$ cat src/rtl/mitchell_pkg.sv
// Shared definitions for the sequential Mitchell approximate multiplier.
// Holds the FSM state encoding and the datapath width constants used by
// mitchell_mult_seq, lod and mitchell_antilog.
package mitchell_pkg;

  localparam int OP_W   = 8;   // operand width
  localparam int FRAC_W = 7;   // normalized fraction width from the LOD
  localparam int K_W    = 3;   // leading-one position width
  localparam int PROD_W = 16;  // product width
  localparam int KSUM_W = 4;   // ka+kb, max 14
  localparam int F_W    = 8;   // xa+xb, max 254
  localparam int WIDE_W = 23;  // antilog shift intermediate

  typedef enum logic [2:0] {
    S_IDLE  = 3'd0,
    S_LOD_A = 3'd1,
    S_LOD_B = 3'd2,
    S_CALC  = 3'd3,
    S_OUT   = 3'd4
  } state_t;

  // Zero-operand detect, shared by the input capture path.
  function automatic logic zero_pair(input logic [OP_W-1:0] av,
                                     input logic [OP_W-1:0] bv);
    return (av == 8'd0) || (bv == 8'd0);
  endfunction

endpackage

$ cat src/rtl/lod.sv
// 8-bit leading-one detector.
//   data : operand to analyse
//   k    : bit position of the most significant one (0 when data==0)
//   x    : bits below the leading one, left-aligned into 7 bits
module lod
  import mitchell_pkg::*;
(
  input  logic [OP_W-1:0]   data,
  output logic [K_W-1:0]    k,
  output logic [FRAC_W-1:0] x
);

  // Priority encode the most significant set bit.
  always_comb begin
    k = 3'd0;
    casez (data)
      8'b1???????: k = 3'd7;
      8'b01??????: k = 3'd6;
      8'b001?????: k = 3'd5;
      8'b0001????: k = 3'd4;
      8'b00001???: k = 3'd3;
      8'b000001??: k = 3'd2;
      8'b0000001?: k = 3'd1;
      default:     k = 3'd0;
    endcase
  end

  // Shifting {data,0000000} right by k drops the leading one into bit 7,
  // leaving exactly the fraction bits in [6:0].
  always_comb begin
    x = 7'(({data, 7'd0}) >> k);
  end

endmodule

$ cat src/rtl/mitchell_antilog.sv
// Mitchell log-add result to linear product (combinational).
//   ksum : ka+kb
//   f    : xa+xb; bit 7 set means the fraction sum carried past 1.0
//   z    : force the product to zero
//   p    : approximate product, truncated toward zero
module mitchell_antilog
  import mitchell_pkg::*;
(
  input  logic [KSUM_W-1:0] ksum,
  input  logic [F_W-1:0]    f,
  input  logic              z,
  output logic [PROD_W-1:0] p
);

  logic [WIDE_W-1:0] mant_s;
  logic [WIDE_W-1:0] wide_s;

  // Without carry the mantissa is 1.f (scale 2^7); with carry the sum f
  // itself already represents 2*(1.(f-1)) at scale 2^6.
  always_comb begin
    mant_s = 23'd0;
    if (f[7]) begin
      mant_s = {15'd0, f};
    end else begin
      mant_s = {15'd0, 1'b1, f[6:0]};
    end
    wide_s = mant_s << ksum;
  end

  // Undo the fixed-point scale and apply the zero override.
  always_comb begin
    p = 16'd0;
    if (z) begin
      p = 16'd0;
    end else if (f[7]) begin
      p = 16'(wide_s >> 6);
    end else begin
      p = 16'(wide_s >> 7);
    end
  end

endmodule

$ cat src/rtl/mitchell_mult_seq.sv
// Sequential Mitchell approximate 8x8 multiplier with valid/ready on both
// sides. One lod instance is time-shared between operand A and B.
//   clk, rst            : clock, asynchronous active-high reset
//   in_valid/in_ready   : operand handshake, a and b captured on transfer
//   out_valid/out_ready : result handshake, product held until accepted
//   product             : approximate a*b, keeps its value until reset
//   busy                : high whenever the FSM is not idle
module mitchell_mult_seq
  import mitchell_pkg::*;
#(
  parameter int ZERO_DET = 1
) (
  input  logic              clk,
  input  logic              rst,
  input  logic              in_valid,
  output logic              in_ready,
  input  logic [OP_W-1:0]   a,
  input  logic [OP_W-1:0]   b,
  output logic              out_valid,
  input  logic              out_ready,
  output logic [PROD_W-1:0] product,
  output logic              busy
);

  state_t              state_r, state_next_s;
  logic [OP_W-1:0]     a_r, b_r;
  logic                z_r;
  logic [K_W-1:0]      ka_r, kb_r;
  logic [FRAC_W-1:0]   xa_r, xb_r;
  logic [PROD_W-1:0]   product_r;

  logic                accept_s;
  logic                load_a_s, load_b_s, load_p_s;
  logic [OP_W-1:0]     lod_data_s;
  logic [K_W-1:0]      lod_k_s;
  logic [FRAC_W-1:0]   lod_x_s;
  logic [KSUM_W-1:0]   ksum_s;
  logic [F_W-1:0]      f_s;
  logic [PROD_W-1:0]   p_s;

  lod u_lod (
    .data (lod_data_s),
    .k    (lod_k_s),
    .x    (lod_x_s)
  );

  assign ksum_s = {1'b0, ka_r} + {1'b0, kb_r};
  assign f_s    = {1'b0, xa_r} + {1'b0, xb_r};

  mitchell_antilog u_antilog (
    .ksum (ksum_s),
    .f    (f_s),
    .z    (z_r),
    .p    (p_s)
  );

  // State register.
  always_ff @(posedge clk or posedge rst) begin
    if (rst) begin
      state_r <= S_IDLE;
    end else begin
      state_r <= state_next_s;
    end
  end

  // Next-state logic.
  always_comb begin
    state_next_s = state_r;
    case (state_r)
      S_IDLE: begin
        if (in_valid) begin
          state_next_s = S_LOD_A;
        end else begin
          state_next_s = S_IDLE;
        end
      end
      S_LOD_A: state_next_s = S_LOD_B;
      S_LOD_B: state_next_s = S_CALC;
      S_CALC:  state_next_s = S_OUT;
      S_OUT: begin
        if (out_ready && in_valid) begin
          state_next_s = S_LOD_A;
        end else if (out_ready) begin
          state_next_s = S_IDLE;
        end else begin
          state_next_s = S_OUT;
        end
      end
      default: state_next_s = S_IDLE;
    endcase
  end

  // State-decoded outputs, LOD operand mux and datapath load enables.
  always_comb begin
    in_ready   = 1'b0;
    out_valid  = 1'b0;
    busy       = 1'b1;
    lod_data_s = 8'd0;
    load_a_s   = 1'b0;
    load_b_s   = 1'b0;
    load_p_s   = 1'b0;
    case (state_r)
      S_IDLE: begin
        in_ready = 1'b1;
        busy     = 1'b0;
      end
      S_LOD_A: begin
        lod_data_s = a_r;
        load_a_s   = 1'b1;
      end
      S_LOD_B: begin
        lod_data_s = b_r;
        load_b_s   = 1'b1;
      end
      S_CALC: load_p_s = 1'b1;
      S_OUT: begin
        out_valid = 1'b1;
        in_ready  = out_ready;
      end
      default: begin
        in_ready = 1'b0;
        busy     = 1'b1;
      end
    endcase
  end

  assign accept_s = in_valid & in_ready;

  // Operand capture, LOD results and product register.
  always_ff @(posedge clk or posedge rst) begin
    if (rst) begin
      a_r       <= 8'd0;
      b_r       <= 8'd0;
      z_r       <= 1'b0;
      ka_r      <= 3'd0;
      xa_r      <= 7'd0;
      kb_r      <= 3'd0;
      xb_r      <= 7'd0;
      product_r <= 16'd0;
    end else begin
      if (accept_s) begin
        a_r <= a;
        b_r <= b;
        z_r <= (ZERO_DET != 0) && zero_pair(a, b);
      end
      if (load_a_s) begin
        ka_r <= lod_k_s;
        xa_r <= lod_x_s;
      end
      if (load_b_s) begin
        kb_r <= lod_k_s;
        xb_r <= lod_x_s;
      end
      if (load_p_s) begin
        product_r <= p_s;
      end
    end
  end

  assign product = product_r;

endmodule

$ cat config.mk
export PLATFORM = sky130hd
export DESIGN_NAME = mitchell_mult_seq
export DESIGN_NICKNAME = d
export VERILOG_FILES = /design/src/rtl/mitchell_pkg.sv /design/src/rtl/lod.sv /design/src/rtl/mitchell_antilog.sv /design/src/rtl/mitchell_mult_seq.sv
export SDC_FILE = /design/constraint.sdc
export NUM_CORES = 1
export LEC_CHECK = 0
export ABC_AREA = 1
export CAP_MARGIN = 0
export CELL_PAD_IN_SITES_DETAIL_PLACEMENT = 1
export CELL_PAD_IN_SITES_GLOBAL_PLACEMENT = 1
export CORE_ASPECT_RATIO = 1.25
export CORE_MARGIN = 5
export CORE_UTILIZATION = 45
export CTS_CLUSTER_DIAMETER = 60
export DETAILED_ROUTE_END_ITERATION = 16
export PLACE_DENSITY_LB_ADDON = 0.2
export SLEW_MARGIN = 20
export SYNTH_ARGS = -nofsm -noshare
export SYNTH_HDL_FRONTEND = slang
export SYNTH_SLANG_ARGS = --single-unit
$ cat constraint.sdc
create_clock -name clk -period 6.25 [get_ports clk]
set_input_delay 0.625 -clock clk [delete_from_list [all_inputs] [get_ports clk]]
set_output_delay 0.625 -clock clk [all_outputs]
set_load 0.02 [all_outputs]
==> metrics.csv, run 1 <==
metric;value;unit
Worst slew margin;40.9;%
chip height;109;µm
via count;3329;
Final ANT Viol Nets;0;
Worst-path clk slew;110;ps
Max clock buf depth;2;
Detail Placement HPWL;7.76;mm
DRT Wirelength;9.78;mm
worst r2r path cells;11;
status;finished, final reports clean;
cts hold-fix bufs;0;
final period utilization;43.9;%
Crit. Startpoint;xa_r[4];
gp weighted congestion;0.892;
area of the mapped netlist;0.00355;mm²
Die Wd;89.4;µm
First DRT Iteration DRCs;102;
share of layout cells above drive strength 1;9.67;%
routed vias/inst;5.44;
number of global-route vias before repair;3654;
worst min path class;flip-flop to flip-flop;
slowest stage delay, CP;610;ps
antenna cell count;0;
drt wl/cell;16.0;µm
Util after Layout;53.0;%
CP Cell Sequence;ha_1, nand2_1, inv_1, nand3_1, nand2_1, nand2_1, nand2_1, a21oi_2, inv_1, a21oi_1, a22o_1;
Fin. Hold Viols;0;
antenna violations before repair;0;
std cell rows;36;
number of flops mapped to enable cells by yosys;0;
I/O pin count;39;
Synth cell types;39;
Area growth syn-to-layout;15.6;%
r2r endpoint;product[13];
pre-CTS WS;3530;ps
final setup vio count;0;
cells after synthesis;481;
#FFs+latches synth;56;
Clock Latency Late Sink;320;ps
die area;0.00978;mm²
All-Layer GR Usage;21.6;%
CTS root buf;clkbuf_8;
htree depth;2;
Tmin final;2750;ps
# fillers;1005;
DRC;0;
CTS buffer count;5;
number of max-cap violations;0;
PnR worst setup slack;3500;ps
Worst Path Arrival;3010;ps
reg-to-reg slack, setup;3500;ps
Final #Nets;548;
mean post-synth cell area;7.38;µm²
fin. max-slew vios;0;
reg-to-reg startpoint;xa_r[4];
largest net degree at the start of global routing;57;
Req. time, crit path;6520;ps
post-CTS setup repair buffer count;0;
sequential area share after synthesis;39.5;%
Crit path depth;11;
worst setup path endpoint;product[13];
initial core utilization;45.8;%
Setup Skew;6.98;ps
Ys Warns;0;
first-pass GRT wire length;16.4;mm
CTS tree;built;
synthesized net count;513;
core area;0.00775;mm²
Buf+Inv Stages, Crit Path;2;
Port Buffers;38;
First-pass DRT Iterations;4;
Worst setup EP type;flip-flop;
cell family with most CP delay;compound AO/OA/AOI/OAI gates;
setup tns final;0;ps
worst slew pin tran;884;ps
Min Hold Slack;494;ps
Top FF cell, synth;dfrtp_1;
clock sinks;56;
post-synthesis async set-or-reset flop share;100;%
Fmax;0.364;GHz
CTS-repair resized insts;0;
Setup crit start kind;flip-flop;
CP dominant cell by count;nand2_1;
CP max-delay cell;a21oi_2;
worst-path fanout max;17;
total grt overflow;0;
RSZ-0062 raised after global routing;false;
CP Class;flip-flop to flip-flop;
[worst reg2reg max path, delay by kind of cell (launching register included)]
family          cells  cell delay (ps)
compound gates      3             1020
fa+ha+maj           1              370
buf+inv             2              470
flops               1              410
simple gates        5              430
[Yosys cell counts (2+ instances only)]
master | count | area [µm²]
nand2_1 | 160 | 601
nand3_1 | 76 | 380
dfrtp_1 | 56 | 1400
inv_1 | 46 | 173
nor2_1 | 21 | 78.8
o21ai_0 | 19 | 95.1
a21oi_1 | 14 | 70.1
ha_1 | 10 | 125
mux2_2 | 9 | 101
clkbuf_1 | 8 | 30.0
nand2_2 | 8 | 50.1
inv_2 | 6 | 22.5
nand4_1 | 4 | 25.0
o211ai_1 | 4 | 30.0
o22ai_1 | 4 | 25.0
a21oi_2 | 3 | 26.3
nand2_4 | 3 | 33.8
nor4_1 | 3 | 18.8
a22o_1 | 2 | 17.5
clkinv_1 | 2 | 7.51
fa_1 | 2 | 40.0
nand3_4 | 2 | 35.0
nor3_1 | 2 | 10.0
or2_2 | 2 | 12.5
[logic make-up after synthesis]
| group | share of synthesized area [%] |
|---|---|
| xor+xnor | 0.458 |
| flops | 39.5 |
| mux | 2.86 |
| simple gates | 36.1 |
| fa+ha+maj | 4.65 |
| compound gates | 8.92 |
| buf+inv | 7.54 |
[layout make-up]
class,instances,area (µm²),share of cell area (%)
clock buffer,5,68.8,1.68
clock inverter,3,27.5,0.671
inverter,56,218,5.31
multi-input combinational,358,1880,45.8
sequential,56,1400,34.2
tap,95,119,2.90
timing repair buffer,39,388,9.45
[sequential cells by signal (all words and copies together) (netlist names)]
register  flops
xb_r          7
z_r           1
kb_r          3
xa_r          7
b_r           8
ka_r          3
product      16
state_r       3
a_r           8
[per-stage QoR]
| stage | cell area [µm²] | std cells |
|---|---|---|
| 2_1_floorplan | 3550 | 481 |
| 3_3_place_gp | 4010 | 604 |
| 3_5_place_dp | 4010 | 604 |
| 4_1_cts | 4100 | 612 |
| 5_1_grt | 4100 | 612 |
| 6_report | 4100 | 612 |
[worst min-delay path by stage]
| stage | start | end | depth (start not counted) |
|---|---|---|---|
| after floorplan | xb_r[4] | xb_r[4] | 2 |
| after global placement | product[8] | product[8] | 2 |
| after detailed placement | xb_r[2] | xb_r[2] | 2 |
| after CTS | xb_r[2] | xb_r[2] | 2 |
| after global routing | product[2] | product[2] | 2 |
| final | product[2] | product[2] | 2 |
[cell usage in the layout (no fill, tap or decap), types with 2 or more instances in the layout]
| cell | synthesis | routed |
|---|---|---|
| nand2_1 | 160 | 160 |
| nand3_1 | 76 | 76 |
| dfrtp_1 | 56 | 56 |
| inv_1 | 46 | 45 |
| clkdlybuf4s50_1 | 0 | 38 |
| nor2_1 | 21 | 21 |
| o21ai_0 | 19 | 19 |
| a21oi_1 | 14 | 14 |
| ha_1 | 10 | 10 |
| mux2_2 | 9 | 9 |
| nand2_2 | 8 | 8 |
| inv_2 | 6 | 7 |
| clkbuf_8 | 0 | 5 |
| o22ai_1 | 4 | 4 |
| nand4_1 | 4 | 4 |
| o211ai_1 | 4 | 4 |
| a21oi_2 | 3 | 3 |
| nand2_4 | 3 | 3 |
| nor4_1 | 3 | 3 |
| or2_2 | 2 | 2 |
| nor3_1 | 2 | 2 |
| clkinv_1 | 2 | 2 |
| nand3_4 | 2 | 2 |
| clkinv_4 | 1 | 2 |
| a22o_1 | 2 | 2 |
| fa_1 | 2 | 2 |
[per-layer routing]
layer,vias to the layer above,global-route usage [%],part of all wire (%)
li1,1641,-,-
met1,1637,21.8,38
met2,36,43.5,58
met3,15,2.92,1.9
met4,0,7.23,2.3
met5,-,0,0
Power of run 1 is not shown: default switching activity piles up to over one toggle a cycle in this logic, so the estimate is an artifact.
==> run 2, diff against run 1 <==
CORE_UTILIZATION = 41   (was 45)
clock period = 2.75 ns   (was 6.25 ns; I/O delays follow)
==> run 2 against run 1 <==
Net effect:
- die area increased by 8.7%
- via count grew 0.36%
- clock skew rose by 4.1 ps
- first-iteration DRC count shrank 35%
- sequential share of layout area decreased by 0.69 points
- highest routed layer unchanged
- global-route usage down 2.4 points
- maximum frequency up 13%
- core utilization fell by 4.0 points
- final cell count rose by 2.6%
- worst setup slack got worse by 3200 ps
- non-clock buffer count rose by 11
- wire length shrank 1.1%
==> metrics.csv, run 2 (synthesis gave the netlist of run 1 again) <==
metric;value;unit;change
CTS buffer count;5;;unchanged
fin. max-slew vios;0;;unchanged
Final ANT Viol Nets;0;;unchanged
Worst Path Arrival;2700;ps;-310 ps
chip height;114;µm;+4.3%
pre-CTS WS;347;ps;-3180 ps
Req. time, crit path;3020;ps;-3500 ps
Clock Latency Late Sink;320;ps;about the same
Worst slew margin;67.5;%;+27 points
RSZ-0062 raised after global routing;false;;
CTS tree;built;;
final period utilization;88.2;%;+44 points
Design Area, Final;0.00419;mm²;+2.1%
Area growth syn-to-layout;18.0;%;
cell family with most CP delay;simple AND/OR/NAND/NOR gates;;
r2r endpoint;product[4];;
Detail Placement HPWL;7.90;mm;+1.8%
clock sinks;56;;unchanged
CTS-repair resized insts;0;;unchanged
Port Buffers;38;;unchanged
cts hold-fix bufs;0;;unchanged
First DRT Iteration DRCs;66;;-35%
CP Class;flip-flop to flip-flop;;
initial core utilization;41.5;%;-4.3 points
Setup crit start kind;flip-flop;;
setup tns final;0;ps;unchanged
Worst-path clk slew;110;ps;about the same
worst slew pin tran;488;ps;-396 ps
htree depth;2;;unchanged
Worst setup EP type;flip-flop;;
drt wl/cell;15.4;µm;-3.6%
final setup vio count;0;;unchanged
first-pass GRT wire length;16.4;mm;about the same
status;finished, final reports clean;;
Fmax;0.412;GHz;+13%
CTS root buf;clkbuf_8;;
number of global-route vias before repair;3623;;-0.85%
Buf+Inv Stages, Crit Path;2;;unchanged
std cell rows;38;;+5.6%
I/O pin count;39;;unchanged
Final #Nets;559;;+2.0%
reg-to-reg slack, setup;330;ps;-3180 ps
antenna cell count;0;;unchanged
die area;0.0106;mm²;+8.7%
max reg flops;16;;unchanged
Post-Layout Cell Count;628;;+2.6%
most frequent cells in the layout;160 x nand2_1, 76 x nand3_1, 56 x dfrtp_1, 45 x inv_1, 38 x clkdlybuf4s50_1;;
largest net degree at the start of global routing;30;;-47%
CP max-delay cell;fa_1;;
First-pass DRT Iterations;4;;unchanged
worst-path fanout max;6;;-11
Fin. Hold Viols;0;;unchanged
reg-to-reg startpoint;ka_r[0];;
total grt overflow;0;;unchanged
gp weighted congestion;0.857;;-3.9%
worst min path class;input port to async pin;;
# fillers;1105;;+10%
worst r2r path cells;10;;-1
Die Wd;93.2;µm;+4.2%
CP Cell Sequence;ha_1, fa_1, xnor2_2, inv_1, nor2_1, inv_1, or2_2, nand3_1, nand3_1, nand2_1;;
slowest stage delay, CP;420;ps;-190 ps
Max clock buf depth;2;;unchanged
commonest non-fill, non-tap cell in the layout;nand2_1;;
post-CTS setup repair buffer count;0;;unchanged
core area;0.00856;mm²;+10%
All-Layer GR Usage;19.2;%;-2.4 points
share of layout cells above drive strength 1;11.6;%;+1.9 points
Tmin final;2420;ps;-321 ps
placed cell areas;0.00410;mm²;+2.2%
number of max-cap violations;0;;unchanged
routed vias/inst;5.32;;-2.2%
Placed Instances;620;;+2.6%
Setup Skew;11.0;ps;+4.07 ps
DRC;0;;unchanged
antenna violations before repair;0;;unchanged
PnR worst setup slack;325;ps;-3180 ps
DRT Wirelength;9.67;mm;-1.1%
via count;3341;;+0.36%
[run 2: changes by cell type in the layout (fill, tap and decap cells not counted), sizes merged]
cell and change:
buf +11, clkbuf +1, clkinv +1, clkinvlp -1, inv -1
[run 2: per-stage QoR]
stage               util (%)  hold slack, ps
floorplan                  -             382
global placement        47.9             464
detailed placement      47.9             467
CTS                     48.9             189
global route            48.9             201
finish                  48.9             192
[run 2: worst max path at each step]
stage / depth (start not counted) / end / slack [ps] / start
2_1_floorplan: 10 / product[4] / 450 / ka_r[0]
3_3_place_gp: 17 / product[2] / 460 / xa_r[0]
3_5_place_dp: 10 / product[4] / 350 / ka_r[0]
4_1_cts: 10 / product[4] / 320 / ka_r[0]
5_1_grt: 10 / product[4] / 140 / ka_r[0]
6_report: 10 / product[4] / 330 / ka_r[0]
[run 2: layer usage]
metal	vias to the layer above	wire length, µm	track usage [%]	share of wire [%]
li1	1659	-	-	-
met1	1634	3760	20.6	39
met2	35	5550	38.1	57
met3	13	178	2.24	1.8
met4	0	179	6.35	1.9
met5	-	0	0	0
[run 2: layout make-up]
class                   instances  area, µm²  area share (%)
clock buffers                   6       82.6            1.97
inverters                      56        218            5.20
well taps                     100        125            2.99
clock inverters                 2       10.0           0.239
flip-flops and latches         56       1400            33.5
repair buffers                 50        470            11.2
multi-input cells             358       1880            44.9
Power of run 2 is left out for the same reason.
